`config.mk`:
```
export PLATFORM = sky130hd
export DESIGN_NAME = snake_body_engine
export DESIGN_NICKNAME = d
export VERILOG_FILES = /design/src/rtl/snake_body_engine.sv
export SDC_FILE = /design/constraint.sdc
export NUM_CORES = 1
export LEC_CHECK = 0
export CAP_MARGIN = 20
export CELL_PAD_IN_SITES_DETAIL_PLACEMENT = 0
export CELL_PAD_IN_SITES_GLOBAL_PLACEMENT = 1
export CORE_MARGIN = 4
export CORE_UTILIZATION = 48
export DETAILED_ROUTE_END_ITERATION = 10
export PLACE_DENSITY_LB_ADDON = 0.25
export SYNTH_ARGS = -nofsm -noshare
export SYNTH_HDL_FRONTEND = slang
export SYNTH_SLANG_ARGS = --single-unit
```
`constraint.sdc`:
```
create_clock -name clk -period 6.4 [get_ports clk]
set_input_delay 1.28 -clock clk [delete_from_list [all_inputs] [get_ports clk]]
set_output_delay 1.28 -clock clk [all_outputs]
set_load 0.005 [all_outputs]
```
`src/rtl/snake_body_engine.sv`:
```
// Per-player snake body engine: segment list, move/grow/collision handling and
// a registered per-pixel cell classifier feeding the display's sprite ROM.

module snake_seg_cmp (
  input  logic [5:0] i_sx,
  input  logic [4:0] i_sy,
  input  logic       i_pix_vld,
  input  logic       i_chk_vld,
  input  logic [5:0] i_px,
  input  logic [5:0] i_py,
  input  logic [5:0] i_nx,
  input  logic [4:0] i_ny,
  output logic       o_pix_hit,
  output logic       o_chk_hit
);
  assign o_pix_hit = i_pix_vld && (i_sx == i_px) && ({1'b0, i_sy} == i_py);
  assign o_chk_hit = i_chk_vld && (i_sx == i_nx) && (i_sy == i_ny);
endmodule

module snake_body_engine #(
  parameter int         MAX_LEN  = 16,
  parameter int         INIT_LEN = 3,
  parameter int         INIT_X   = 10,
  parameter int         INIT_Y   = 10,
  parameter logic [1:0] INIT_DIR = 2'd3
) (
  input  logic       clk,
  input  logic       rst_n,
  input  logic [1:0] i_game_status,
  input  logic       i_move_tick,
  input  logic [1:0] i_dir_in,
  input  logic       i_grow,
  input  logic [9:0] i_pos_x,
  input  logic [9:0] i_pos_y,
  output logic [1:0] o_snake_show,
  output logic [3:0] o_snake_image,
  output logic [5:0] o_head_x,
  output logic [4:0] o_head_y,
  output logic [4:0] o_length,
  output logic       o_hit_wall,
  output logic       o_hit_self
);
  typedef enum logic [1:0] {S_INIT, S_HOLD, S_RUN} state_t;

  function automatic logic [MAX_LEN-1:0][5:0] f_init_x();
    logic [MAX_LEN-1:0][5:0] v;
    for (int i = 0; i < MAX_LEN; i++) v[i] = (i < INIT_LEN) ? 6'(INIT_X - i) : 6'd0;
    return v;
  endfunction

  localparam logic [MAX_LEN-1:0][5:0] L_INIT_X = f_init_x();
  localparam logic [MAX_LEN-1:0][4:0] L_INIT_Y = {MAX_LEN{5'(INIT_Y)}};
  localparam logic [MAX_LEN-1:0][1:0] L_INIT_D = {MAX_LEN{INIT_DIR}};

  logic [MAX_LEN-1:0][5:0] r_seg_x;
  logic [MAX_LEN-1:0][4:0] r_seg_y;
  logic [MAX_LEN-1:0][1:0] r_seg_dir;
  logic [4:0]  r_len;
  logic [1:0]  r_cur_dir;
  logic        r_grow_pend, r_hit_wall, r_hit_self;
  logic [1:0]  r_show;
  logic [3:0]  r_img;

  state_t      w_state;
  logic        w_do_init, w_do_move;
  logic [1:0]  w_dir;
  logic [5:0]  w_nx;
  logic [4:0]  w_ny;
  logic        w_gp, w_nh_wall, w_nh_self;
  logic [4:0]  w_chk_len;
  logic [5:0]  w_cx, w_cy;
  logic        w_pix_wall, w_body_hit;
  logic [4:0]  w_body_idx;
  logic [1:0]  w_body_dir;
  logic [MAX_LEN-1:0] w_pix_hit, w_chk_hit;
  logic        w_unused_bits;

  // Mode follows game_status combinationally; a set collision flag parks the snake.
  always_comb begin
    w_state = S_HOLD;
    if (i_game_status == 2'b00) w_state = S_INIT;
    else if (i_game_status == 2'b10 && !r_hit_wall && !r_hit_self) w_state = S_RUN;
  end

  always_comb begin
    w_do_init = (w_state == S_INIT);
    w_do_move = (w_state == S_RUN) && i_move_tick;
  end

  // Reversal: same axis (dir[1]) but a different heading.
  assign w_dir = ((i_dir_in[1] == r_cur_dir[1]) && (i_dir_in != r_cur_dir)) ? r_cur_dir : i_dir_in;

  always_comb begin
    w_nx = r_seg_x[0];
    w_ny = r_seg_y[0];
    case (w_dir)
      2'd0:    w_ny = r_seg_y[0] - 5'd1;
      2'd1:    w_ny = r_seg_y[0] + 5'd1;
      2'd2:    w_nx = r_seg_x[0] - 6'd1;
      default: w_nx = r_seg_x[0] + 6'd1;
    endcase
  end

  assign w_gp      = r_grow_pend | i_grow;
  assign w_chk_len = w_gp ? r_len : r_len - 5'd1;
  assign w_nh_wall = (w_nx == 6'd0) || (w_nx == 6'd39) || (w_ny == 5'd0) || (w_ny == 5'd29);
  assign w_nh_self = |w_chk_hit;

  assign w_cx = i_pos_x[9:4];
  assign w_cy = i_pos_y[9:4];
  assign w_unused_bits = ^{i_pos_x[3:0], i_pos_y[3:0]};
  assign w_pix_wall = (w_cx == 6'd0) || (w_cx == 6'd39) || (w_cy == 6'd0) || (w_cy == 6'd29);

  for (genvar g = 0; g < MAX_LEN; g++) begin : g_seg
    snake_seg_cmp u_cmp (
      .i_sx      (r_seg_x[g]),
      .i_sy      (r_seg_y[g]),
      .i_pix_vld (5'(g) < r_len),
      .i_chk_vld (5'(g) < w_chk_len),
      .i_px      (w_cx),
      .i_py      (w_cy),
      .i_nx      (w_nx),
      .i_ny      (w_ny),
      .o_pix_hit (w_pix_hit[g]),
      .o_chk_hit (w_chk_hit[g])
    );
  end

  // Lowest matching body index wins (descending scan, last write sticks).
  always_comb begin
    w_body_hit = 1'b0;
    w_body_idx = '0;
    w_body_dir = '0;
    for (int i = MAX_LEN - 1; i >= 1; i--) begin
      if (w_pix_hit[i]) begin
        w_body_hit = 1'b1;
        w_body_idx = 5'(i);
        w_body_dir = r_seg_dir[i];
      end
    end
  end

  always_ff @(posedge clk or negedge rst_n) begin
    if (!rst_n) begin
      r_seg_x <= L_INIT_X; r_seg_y <= L_INIT_Y; r_seg_dir <= L_INIT_D;
      r_len <= 5'(INIT_LEN); r_cur_dir <= INIT_DIR;
      r_grow_pend <= 1'b0; r_hit_wall <= 1'b0; r_hit_self <= 1'b0;
    end else if (w_do_init) begin
      r_seg_x <= L_INIT_X; r_seg_y <= L_INIT_Y; r_seg_dir <= L_INIT_D;
      r_len <= 5'(INIT_LEN); r_cur_dir <= INIT_DIR;
      r_grow_pend <= 1'b0; r_hit_wall <= 1'b0; r_hit_self <= 1'b0;
    end else begin
      if (i_grow) r_grow_pend <= 1'b1;
      if (w_do_move) begin
        r_cur_dir <= w_dir;
        if (w_nh_wall) r_hit_wall <= 1'b1;
        if (w_nh_self) r_hit_self <= 1'b1;
        if (!w_nh_wall && !w_nh_self) begin
          for (int i = 1; i < MAX_LEN; i++) begin
            r_seg_x[i]   <= r_seg_x[i-1];
            r_seg_y[i]   <= r_seg_y[i-1];
            r_seg_dir[i] <= r_seg_dir[i-1];
          end
          r_seg_x[0] <= w_nx; r_seg_y[0] <= w_ny; r_seg_dir[0] <= w_dir;
          if (w_gp) begin
            if (r_len < 5'(MAX_LEN)) r_len <= r_len + 5'd1;
            r_grow_pend <= 1'b0;
          end
        end
      end
    end
  end

  // One-cycle registered lookup to line up with the image ROM read.
  always_ff @(posedge clk or negedge rst_n) begin
    if (!rst_n) begin
      r_show <= 2'b00; r_img <= 4'h0;
    end else if (w_do_init) begin
      r_show <= 2'b00; r_img <= 4'h0;
    end else if (w_pix_hit[0]) begin
      r_show <= 2'b01; r_img <= {2'b00, r_cur_dir};
    end else if (w_body_hit) begin
      r_show <= 2'b10;
      r_img  <= (w_body_idx == r_len - 5'd1) ? {2'b01, w_body_dir} : {2'b10, w_body_dir};
    end else if (w_pix_wall) begin
      r_show <= 2'b11; r_img <= 4'h0;
    end else begin
      r_show <= 2'b00; r_img <= 4'h0;
    end
  end

  assign o_snake_show  = r_show;
  assign o_snake_image = r_img;
  assign o_head_x      = r_seg_x[0];
  assign o_head_y      = r_seg_y[0];
  assign o_length      = r_len;
  assign o_hit_wall    = r_hit_wall;
  assign o_hit_self    = r_hit_self;
endmodule

```
## Word level (Yosys, flattened, before mapping)

Index checks and enable logic that the tools add are counted.

| storage, ports and cells | value |
|---|---|
| memories | 0 |
| bits of input ports | 28 |
| output and inout port bits | 24 |
| register bits after elaboration | 224 |
| latch bits | 0 |
| memory bits (writable) | 0 |
| word-level logic and storage cells | 354 |
| ROM bits | 0 |

| cells by class | value |
|---|---|
| muxes and demuxes | 86 |
| magnitude comparators | 33 |
| shift-type cells | 0 |
| add/sub/neg operators | 6 |
| reductions and logical operators | 98 |
| bitwise operators | 1 |
| $mul | 0 |
| eq/ne operators | 75 |
| div/mod/pow operators | 0 |

Operators with widths:

| kind | number |
|---|---|
| 96-bit two-way mux | 3 |
| 80-bit two-way mux | 3 |
| 6-bit == test | 32 |
| 5-bit two-way mux | 20 |
| 5-bit by 6-bit == test with 1-bit output | 16 |
| 32-bit two-way mux | 3 |
| 5-bit == test | 17 |
| 4-bit by 5-bit less-than comparator with 1-bit output (first input constant) | 16 |
| 1-bit logical AND | 69 |
| 2-bit two-way mux | 24 |
| 3-bit by 5-bit less-than comparator with 1-bit output (first input constant) | 8 |
| 1-bit two-way mux | 26 |
| 1-bit by 5-bit less-than comparator with 1-bit output (first input constant) | 4 |
| 2-bit by 5-bit less-than comparator with 1-bit output (first input constant) | 4 |
| 4-bit two-way mux | 5 |
| 6-bit logical NOT | 3 |
| 16-bit OR reduction | 1 |
| 6-bit == test (second input constant) | 2 |
| 6-bit case mux with 2 select lines | 1 |
| 2-bit nonzero test | 6 |
| 5-bit by 1-bit adder with 5-bit output (second input constant) | 2 |
| 5-bit case mux with 2 select lines | 1 |
| 5-bit by 1-bit subtractor with 5-bit output (second input constant) | 2 |
| 6-bit by 1-bit adder with 6-bit output (second input constant) | 1 |
| 16 further kinds | 30 |

## Longest topological paths before layout

Gate-level depths: netlist (run 1).

| logic depth | value |
|---|---|
| depth in word-level cells | 23 |
| mapped depth | 25 |
| depth with buffers taken out | 17 |

## Cells and area by module

Synthesis (run 1) repeated with hierarchy kept, for this count alone.

| second synthesis, totals | value |
|---|---|
| cell total of the unflattened synthesis | 1543 |
| area, all modules | 15341.0 sq um |

By module, submodules not included:

| module | sequential area each (sq um) | times used | cells each | area an instance (sq um) |
|---|---|---|---|---|
| snake_body_engine | 5696.7 | 1 | 1047 | 11237.0 |
| snake_seg_cmp | 0.0 | 16 | 31 | 256.5 |

## Worst setup path after synthesis (run 1)

No wires, ideal clock.

| timing | value |
|---|---|
| kind | input port to flip-flop |
| start point | input port i_dir_in[1] |
| end point | register r_seg_y (netlist bit o_head_y[2]) |
| path slack | 0.606 ns |
| data required time | 6.308 ns |
| arrival time | 5.702 ns |
| setup time | 0.092 ns |
| stages | 23 |
| path buffers | 9 |
| cell sequence | buf_4 > buf_2 > inv_1 > buf_2 > buf_1 > clkbuf_1 > nor2_1 > ha_1 > a21o_1 > a221oi_1 > xor2_1 > o21ai_0 > nand2_2 > or3_1 > a211oi_1 > o41ai_2 > nand4_2 > buf_6 > buf_6 > buf_6 > buf_2 > nand3_1 > o31ai_2 |

| on the way | value |
|---|---|
| cells in the longest elaborated chain, start to end | 14 |
| elaborated cells between the ends (all ways) | 90 |
| those cells by class | eq/ne (38); mux (6); reduce/logical (46) |

Ends and longest elaborated chain:

| element | line | text |
|---|---|---|
| start: declaration | 31 | `input logic [1:0] i_dir_in,` |
| 2-bit inequality test / 1-bit == test (equally long branches) | 91 | `assign w_dir = ((i_dir_in[1] == r_cur_dir[1]) && (i_dir_in != r_cur_dir)) ? r_cur_dir : i_dir_in;` |
| 1-bit logical AND | 91 |  |
| 2-bit two-way mux * | 91 |  |
| 2-bit by 1-bit == test with 1-bit output / 2-bit logical NOT (equally long branches) | 96 | `case (w_dir)` |
| 2-bit OR reduction (no line) | n/a |  |
| 6-bit case mux with 2 select lines | 96 |  |
| 6-bit == test (tied with other cells) | 17 | `assign o_chk_hit = i_chk_vld && (i_sx == i_nx) && (i_sy == i_ny);` |
| 1-bit logical AND / 1-bit logical OR (equally long branches) (2 in series) | 17, 106 |  |
| 16-bit OR reduction / 1-bit logical OR (equally long branches) | 107, 106 |  |
| 1-bit logical NOT | 158 | `if (!w_nh_wall && !w_nh_self) begin` |
| 1-bit logical AND | 158 |  |
| 2-bit nonzero test (no line) | n/a |  |
| 2-bit AND reduction (no line) | n/a |  |
| end signal: indexed assignment | 161 | `r_seg_y[i] <= r_seg_y[i-1];` |
| end: declaration | 56 | `logic [MAX_LEN-1:0][4:0] r_seg_y;` |

Every way passes the cells marked *; elsewhere a longest branch is shown, timed or not. The select of a mux whose other input is x is not followed.
A chain may end at the register's enable or synchronous reset.

## Final worst setup path (run 1)

| timing | value |
|---|---|
| start point | input port i_dir_in[0] |
| end point | register r_len[2] (netlist: o_length[2]) |

| on the way | value |
|---|---|
| cells in the longest elaborated chain, start to end | 14 |
| elaborated cells between the ends (all ways) | 86 |
| those cells by class | eq/ne (37); mux (3); reduce/logical (46) |

Ends and longest elaborated chain:

| element | line | text |
|---|---|---|
| 2-bit inequality test | 91 |  |
| 1-bit logical AND | 91 |  |
| 2-bit two-way mux * | 91 |  |
| 2-bit by 1-bit == test with 1-bit output / 2-bit logical NOT (equally long branches) | 96 |  |
| 2-bit OR reduction (no line) | n/a |  |
| 6-bit case mux with 2 select lines | 96 |  |
| 6-bit == test (tied with other cells) | 17 |  |
| 1-bit logical AND / 1-bit logical OR (equally long branches) (2 in series) | 17, 106 |  |
| 16-bit OR reduction / 1-bit logical OR (equally long branches) | 107, 106 |  |
| 1-bit logical NOT | 158 |  |
| 1-bit logical AND * | 158 |  |
| 2-bit nonzero test (no line) * | n/a |  |
| 4-bit AND reduction (no line) * | n/a |  |
| end signal: assignment | 166 | `if (r_len < 5'(MAX_LEN)) r_len <= r_len + 5'd1;` |
| end: declaration | 58 | `logic [4:0] r_len;` |

Every way passes the cells marked *; elsewhere a longest branch is shown, timed or not.

==> summary.md, run 1 <==
| Metric | Value |
|---|---|
| Non-Filler Instances | around 2400 |
| Main synth FF type | dfrtp_1 |
| Nets | 2004 |
| Core Box Area | 34460 sq um |
| GRT Util Overall | just under 30% |
| Sequential area share after synthesis | around a third |
| DRC viols | 0 |
| Post-CTS Setup Bufs | 0 |
| Worst slew pin tran | between 1 and 1.5 ns |
| Final setup viols | 0 |
| FFs w/ async S/R, synth | 100.0% |
| Critical path, cell by cell | clkdlybuf4s50_1, mux2i_4, inv_1, nor2_1, ha_1, a21oi_1, nor3_1, nor3_4, buf_4, xnor2_1, nor4_1, o211ai_1, o211ai_1, o41ai_2, nand4_4, buf_4, or3_1, a21oi_1 |
| Clock Latency Late Sink | between 0.5 and 0.6 ns |
| Fin. max-slew vios | 0 |
| Fill cells | 3278 |
| Number of port buffers | 43 |
| DR vias/cell | 6.202 |
| Unique masters post-synth | 85 |
| RSZ-0062 raised after global routing | false |
| Final setup TNS | 0 ns |
| Root Buffer | clkbuf_16 |
| Die ar. | around 38000 sq um |
| 1st-iter DRT viols | between 1500 and 2000 |
| Clock transition at path regs | around 0.06 ns |
| Total gr overflow | 0 |
| Startpoint Class | input port |
| Status | finished clean |
| Clock Path Buffers | 3 |
| Finished Cell Area | 18550 sq um |
| Fin. Hold Viols | 0 |
| Die height | roughly 200 microns |
| Worst EP arrival | just over 6 ns |
| H-tree levels | 1 |
| Vias in the first global route | between 10000 and 15000 |
| Fin Clk Skew | just over 0.03 ns |
| Initial core utilization | approximately half |
| Synth Area per Inst | around 8.4 sq um |
| Mapped Area | 16730 sq um |
| GP Congestion | a little under 1 |
| Post-synth EDFFs | 0 |
| Detail Route Antenna Nets | 0 |
| Vias post-DR | about 15000 |
| Crit Path Class | in -> reg |
| CP endpoint kind | flip-flop |
| First-pass GRT wire length | 87910 microns |
| TritonCTS buffer count | 27 |
| FF/Latch Area | 5697 sq um |
| Slew HR | between 20 and 30% |
| Dpl cells | 2389 |
| DIE WIDTH | 194.7 microns |
| Max incr delay on CP | around 0.74 ns |
| Final wirelength | a little under 60000 microns |
| Fin crit period | around 5.8 ns |
| Register bit total from synthesis | 224 |
| Worst-path fanout max | 10 |
| Power Dens Cells | around 400 nW/um^2 |
| Max-cap violations | 0 |
| VDD IR-drop max | around 260 uV |
| CTS tree | built |
| Post-DR wirelength/cell | roughly 24 microns |
| Commonest non-fill, non-tap cell in the layout | xor2_1 |
| CP max-delay cell | nor3_4 |
| Most frequent cells in the layout | xor2_1 (200), nand2_1 (187), nand3_1 (160) |
| Placed instance area | 17620 sq um |
| Yosys Warn Count | 0 |
| Hold buffer count at cts | 0 |
| Pre-antenna DRT Iters | 7 |
| Fin crit share | between 80% and 90% |
| Post-cts sizing count | 0 |
| FMAX | around 170 MHz |
| Synth Net Count | between 2000 and 2500 |
| Largest net degree at the start of global routing | 115 |
| Critical path required time | about 6.9 ns |
| P&R area growth vs syn | 10.88% |
| # diodes | 0 |
| I/O Pins | 52 |
| Cells after synthesis | between 1500 and 2000 |
| Initial antenna violation count | 0 |
| Rows | 68 |
| Multi-input gate area | a little over 10000 sq um |
| Share of layout cells above drive strength 1 | 12.19% |
| # clock sinks | 224 |
| Leakage | between 0.007 and 0.008 uW |
| Hpwl dp | roughly 42000 microns |
| Hold/Removal Path Class | reg -> reg |
metal layers:
| layer | track usage [%] | share of wire (%) |
|---|---|---|
| met3 | 5.651 | 8.0 |
| met2 | 43.34 | 43 |
| met1 | 44.73 | 46 |
| met4 | 8.255 | 3.1 |
| met5 | 0 | 0 |
registers in the layout, indices dropped and copies added, names as in the netlist:
| signal | cells |
|---|---|
| r_grow_pend | 1 |
| r_seg_dir | 32 |
| o_hit_wall | 1 |
| o_snake_image | 4 |
| r_seg_x | 90 |
| o_head_x | 6 |
| o_hit_self | 1 |
| o_snake_show | 2 |
| o_length | 5 |
| o_head_y | 5 |
| r_seg_y | 75 |
| r_cur_dir | 2 |
Yosys cell counts (7+ instances only):
cell       count  area [sq um]
a211oi_1      11         82.58
a21o_1         8         60.06
a21oi_1       85         425.4
a31oi_1       18         112.6
and3_1        12         75.07
and4_1         7         61.31
buf_1         21         78.83
buf_2         60         300.3
buf_4         17         127.6
buf_6          7         78.83
clkbuf_1      76         285.3
dfrtp_1      151          3779
dfstp_2       73          1918
ha_1          10         125.1
inv_1         31         116.4
mux2i_1       12         120.1
nand2_1      187         701.9
nand2b_1      11         68.82
nand3_1      160         800.8
nand4_1       42         262.8
nand4b_1       9         78.83
nor2_1       114         427.9
nor3_1       104         520.5
nor4_1        73         456.7
nor4b_1        9         78.83
o2111ai_1      9         78.83
o211ai_1      15         112.6
o21ai_0      150         750.7
o21ai_1       14         70.07
o31ai_1        7         52.55
o31ai_2        9         112.6
or3_1         15         93.84
xnor2_1      140          1226
xnor3_1       11         247.7
xor2_1       200          1752
cells by family (layout without fill, tap and decap cells):
group | Yosys count | count (layout) | share of synthesized area, %
and+or+nand+nor | 796 | 796 | 24.21
AOI/OAI and AO/OA | 381 | 381 | 13.98
xor gates and xnor gates | 352 | 352 | 19.45
DFF | 224 | 224 | 34.05
buffers and inverters | 213 | 202 | 5.923
muxes | 18 | 18 | 1.406
adders and majority gates | 12 | 12 | 0.9872
metrics by stage:
step,setup slack (ns),hold slack (ns),power [uW],utilization [%]
final,0.6424,0.5088,7333,53.83
after global routing,0.3763,0.5216,7733,53.83
after CTS,0.6560,0.5141,7306,53.82
after detailed placement,0.1206,0.5035,5673,51.14
after global placement,0.2045,0.4885,5613,51.14
after floorplan,0.6058,0.4795,4437,-
worst max-delay path, delay by kind of cell:
family                   cells  cell delay (ns)
buffers and inverters        4             1.11
AO/OA/AOI/OAI                5             1.32
multiplexers                 1             0.16
XOR/XNOR                     1             0.15
adder cells (fa/ha/maj)      1             0.36
AND/OR/NAND/NOR              6             1.81
final timing paths:
kind	start	to	slack (ns)	cells after the start
hold reg to reg	r_seg_dir[7]	r_seg_dir[7]	0.51	2
setup reg to reg	r_cur_dir[1]	o_length[2]	1.02	18
setup / recovery	i_dir_in[0]	o_length[2]	0.64	18
max in group asynchronous	rst_n	r_seg_x[30]	4.49	2
min in group asynchronous	rst_n	r_seg_x[89]	0.78	1
hold / removal	r_seg_dir[7]	r_seg_dir[7]	0.51	2
area by class of cell:
class | instances | share of cell area, %
inverter | 32 | 0.6475
clock inverter | 8 | 0.5463
clock buffer | 42 | 4.431
tap | 455 | 3.069
timing repair buffer | 120 | 6.300
sequential | 224 | 30.71
multi-input combinational | 1559 | 54.30
report_power, final:
group          switching (uW)  internal, uW
sequential                318          1680
combinational            2300          1430
clock                     652           961
total                    3270          4060
(Power assumes the default switching activity.)
==> run 2, diff against run 1 <==
--- a/config.mk
+++ b/config.mk
@@ -8,6 +8,7 @@
 export CAP_MARGIN = 20
 export CELL_PAD_IN_SITES_DETAIL_PLACEMENT = 0
 export CELL_PAD_IN_SITES_GLOBAL_PLACEMENT = 1
+export CORE_ASPECT_RATIO = 0.5
 export CORE_MARGIN = 4
 export CORE_UTILIZATION = 48
 export DETAILED_ROUTE_END_ITERATION = 10
==> constraint.sdc (replaced) <==
create_clock -name clk -period 6.4 [get_ports clk]
set_input_delay 0.96 -clock clk [delete_from_list [all_inputs] [get_ports clk]]
set_output_delay 0.96 -clock clk [all_outputs]
set_load 0.005 [all_outputs]
==> summary.md, run 2 (synthesis gave the netlist of run 1 again) <==
| Metric | Value |
|---|---|
| Die height | about 140 microns |
| Worst EP arrival | ~6.3 ns |
| Root Buffer | clkbuf_16 |
| P&R area growth vs syn | 9.633% |
| DIE WIDTH | 272.0 microns |
| Status | finished clean |
| Rows | between 40 and 50 |
| Clock Path Buffers | 3 |
| Grt met3 use | a little over a tenth |
| Post-cts sizing count | 0 |
| Crit Path Class | in -> reg |
| Top flop regs | r_seg_x: 90 flops, r_seg_y: 75 flops, r_seg_dir: 32 flops |
| Critical path required time | around 6.9 ns |
| Pre-CTS setup slack | 0.3488 ns |
| 1st-iter DRT viols | around 1600 |
| Met1 GRT Util | a little under half |
| Slew HR | about a fifth |
| Core Box Area | around 34000 sq um |
| Number of port buffers | 43 |
| Fin. max-slew vios | 0 |
| Post-DR wirelength/cell | 24.31 microns |
| Share of layout cells above drive strength 1 | a little under an eighth |
| DR vias/cell | between 6 and 7 |
| Vias post-DR | about 15000 |
| Met2 Track Usage GR | 43.45% |
| # clock sinks | 224 |
| Worst slew pin tran | between 1 and 1.5 ns |
| Hold/Removal Path Class | in -> async |
| Biggest register | r_seg_x |
| Worst-path fanout max | 63 |
| CTS tree | built |
| I/O Pins | 52 |
| Worst setup margin | roughly 0.59 ns |
| Clock Latency Late Sink | about 0.54 ns |
| Initial antenna violation count | 2 |
| Total gr overflow | 0 |
| Initial core utilization | between 40% and 50% |
| FMAX | 172.2 MHz |
| H-tree levels | 1 |
| Fin crit period | around 5.8 ns |
| Pre-antenna DRT Iters | 5 |
| R2R cell count | 19 |
| TritonCTS buffer count | 23 |
| Final setup TNS | 0 ns |
| Nets | between 1500 and 2000 |
| CP endpoint kind | flip-flop |
| Leakage | slightly above 0.007 uW |
| Fin Clk Skew | 0.01795 ns |
| Final wirelength | around 60000 microns |
| GRT Util Overall | between 30% and 40% |
| Largest net degree at the start of global routing | between 150 and 200 |
| Clock transition at path regs | roughly 0.07 ns |
| Non-Filler Instances | 2450 |
| Hold buffer count at cts | 0 |
| GP Congestion | 0.9878 |
| Max FFs per register | 90 |
| Most frequent cells in the layout | xor2_1 (200), nand2_1 (187), nand3_1 (160) |
| VDD IR-drop max | a little under 200 uV |
| Vias in the first global route | around 14000 |
| GRT busiest layer | met1 |
| Fin. Hold Viols | 0 |
| RSZ-0062 raised after global routing | false |
| Post-CTS Setup Bufs | 0 |
| Die ar. | between 30000 and 40000 sq um |
| Fin crit share | 90.72% |
| Commonest non-fill, non-tap cell in the layout | xor2_1 |
| Startpoint Class | input port |
| Final setup viols | 0 |
| Detail Route Antenna Nets | 0 |
| Hpwl dp | 42400 microns |
| First-pass GRT wire length | roughly 90000 microns |
| Dpl cells | approximately 2400 |
| Power Dens Cells | approximately 390 nW/um^2 |
| Max-cap violations | 0 |
| DRC viols | 0 |
run 2: cell types whose count changed in the layout (fill, tap and decap cells not counted), sizes merged:
cell	before	now
buf	79	76
clkbuf	42	31
clkinv	3	6
diode	0	2
inv	32	31
run 2: final cells by class:
class | count | area (sq um)
fillers | 3281 | 16070
multi-input cells | 1559 | 10070
flip-flops and latches | 224 | 5697
repair buffers | 117 | 1124
clock buffers | 31 | 625.6
well taps | 475 | 594.3
inverters | 32 | 120.1
clock inverters | 10 | 107.6
diodes | 2 | 5.005
run 2: through the flow:
stage / total power, uW / utilization [%] / hold WS, ns / area [sq um]
6_report: 7118 / 53.30 / 0.4224 / 18340
4_1_cts: 7046 / 53.28 / 0.4524 / 18340
3_5_place_dp: 5654 / 51.15 / 0.5027 / 17600
3_3_place_gp: 5615 / 51.15 / 0.4869 / 17600
5_1_grt: 7503 / 53.28 / 0.4783 / 18340
2_1_floorplan: 4437 / - / 0.4795 / 16730
run 2: where the power goes:
group          internal (uW)  total (uW)  switching (uW)
registers               1680        2020             342
clock network            768        1380             608
logic                   1380        3720            2340
total                   3830        7120            3290
run 2: per-layer routing:
layer  vias to the layer above  part of all wire [%]
met5                         -                 0.022
met4                         2                   3.3
met3                       130                    12
met2                       671                    41
met1                      7326                    44
li1                       6990                     -
run 2: worst paths after layout:
kind | start | endpoint | slack [ns]
setup / recovery | i_dir_in[0] | r_seg_y[46] | 0.59
hold / removal | rst_n | o_snake_show[1] | 0.42
setup reg to reg | r_cur_dir[1] | r_seg_y[46] | 0.62
hold reg to reg | r_seg_dir[8] | r_seg_dir[8] | 0.50
max in group asynchronous | rst_n | r_seg_x[70] | 4.68
min in group clk | r_seg_dir[8] | r_seg_dir[8] | 0.50
run 2: worst max-delay path, stage by stage:
cell and delay (ns):
clkdlybuf4s50_1 0.45, mux2i_4 0.16, inv_1 0.09, nor2_1 0.31
ha_1 0.40, nand3b_1 0.19, mux2i_1 0.94, nor2_2 0.03
buf_4 0.31, xnor2_1 0.18, nor3_1 0.45, o2111ai_1 0.23
nor4b_1 0.38, o41ai_2 0.19, nand4_4 0.23, buf_12 0.21
buf_12 0.25, nor3_1 0.09, a21oi_1 0.16
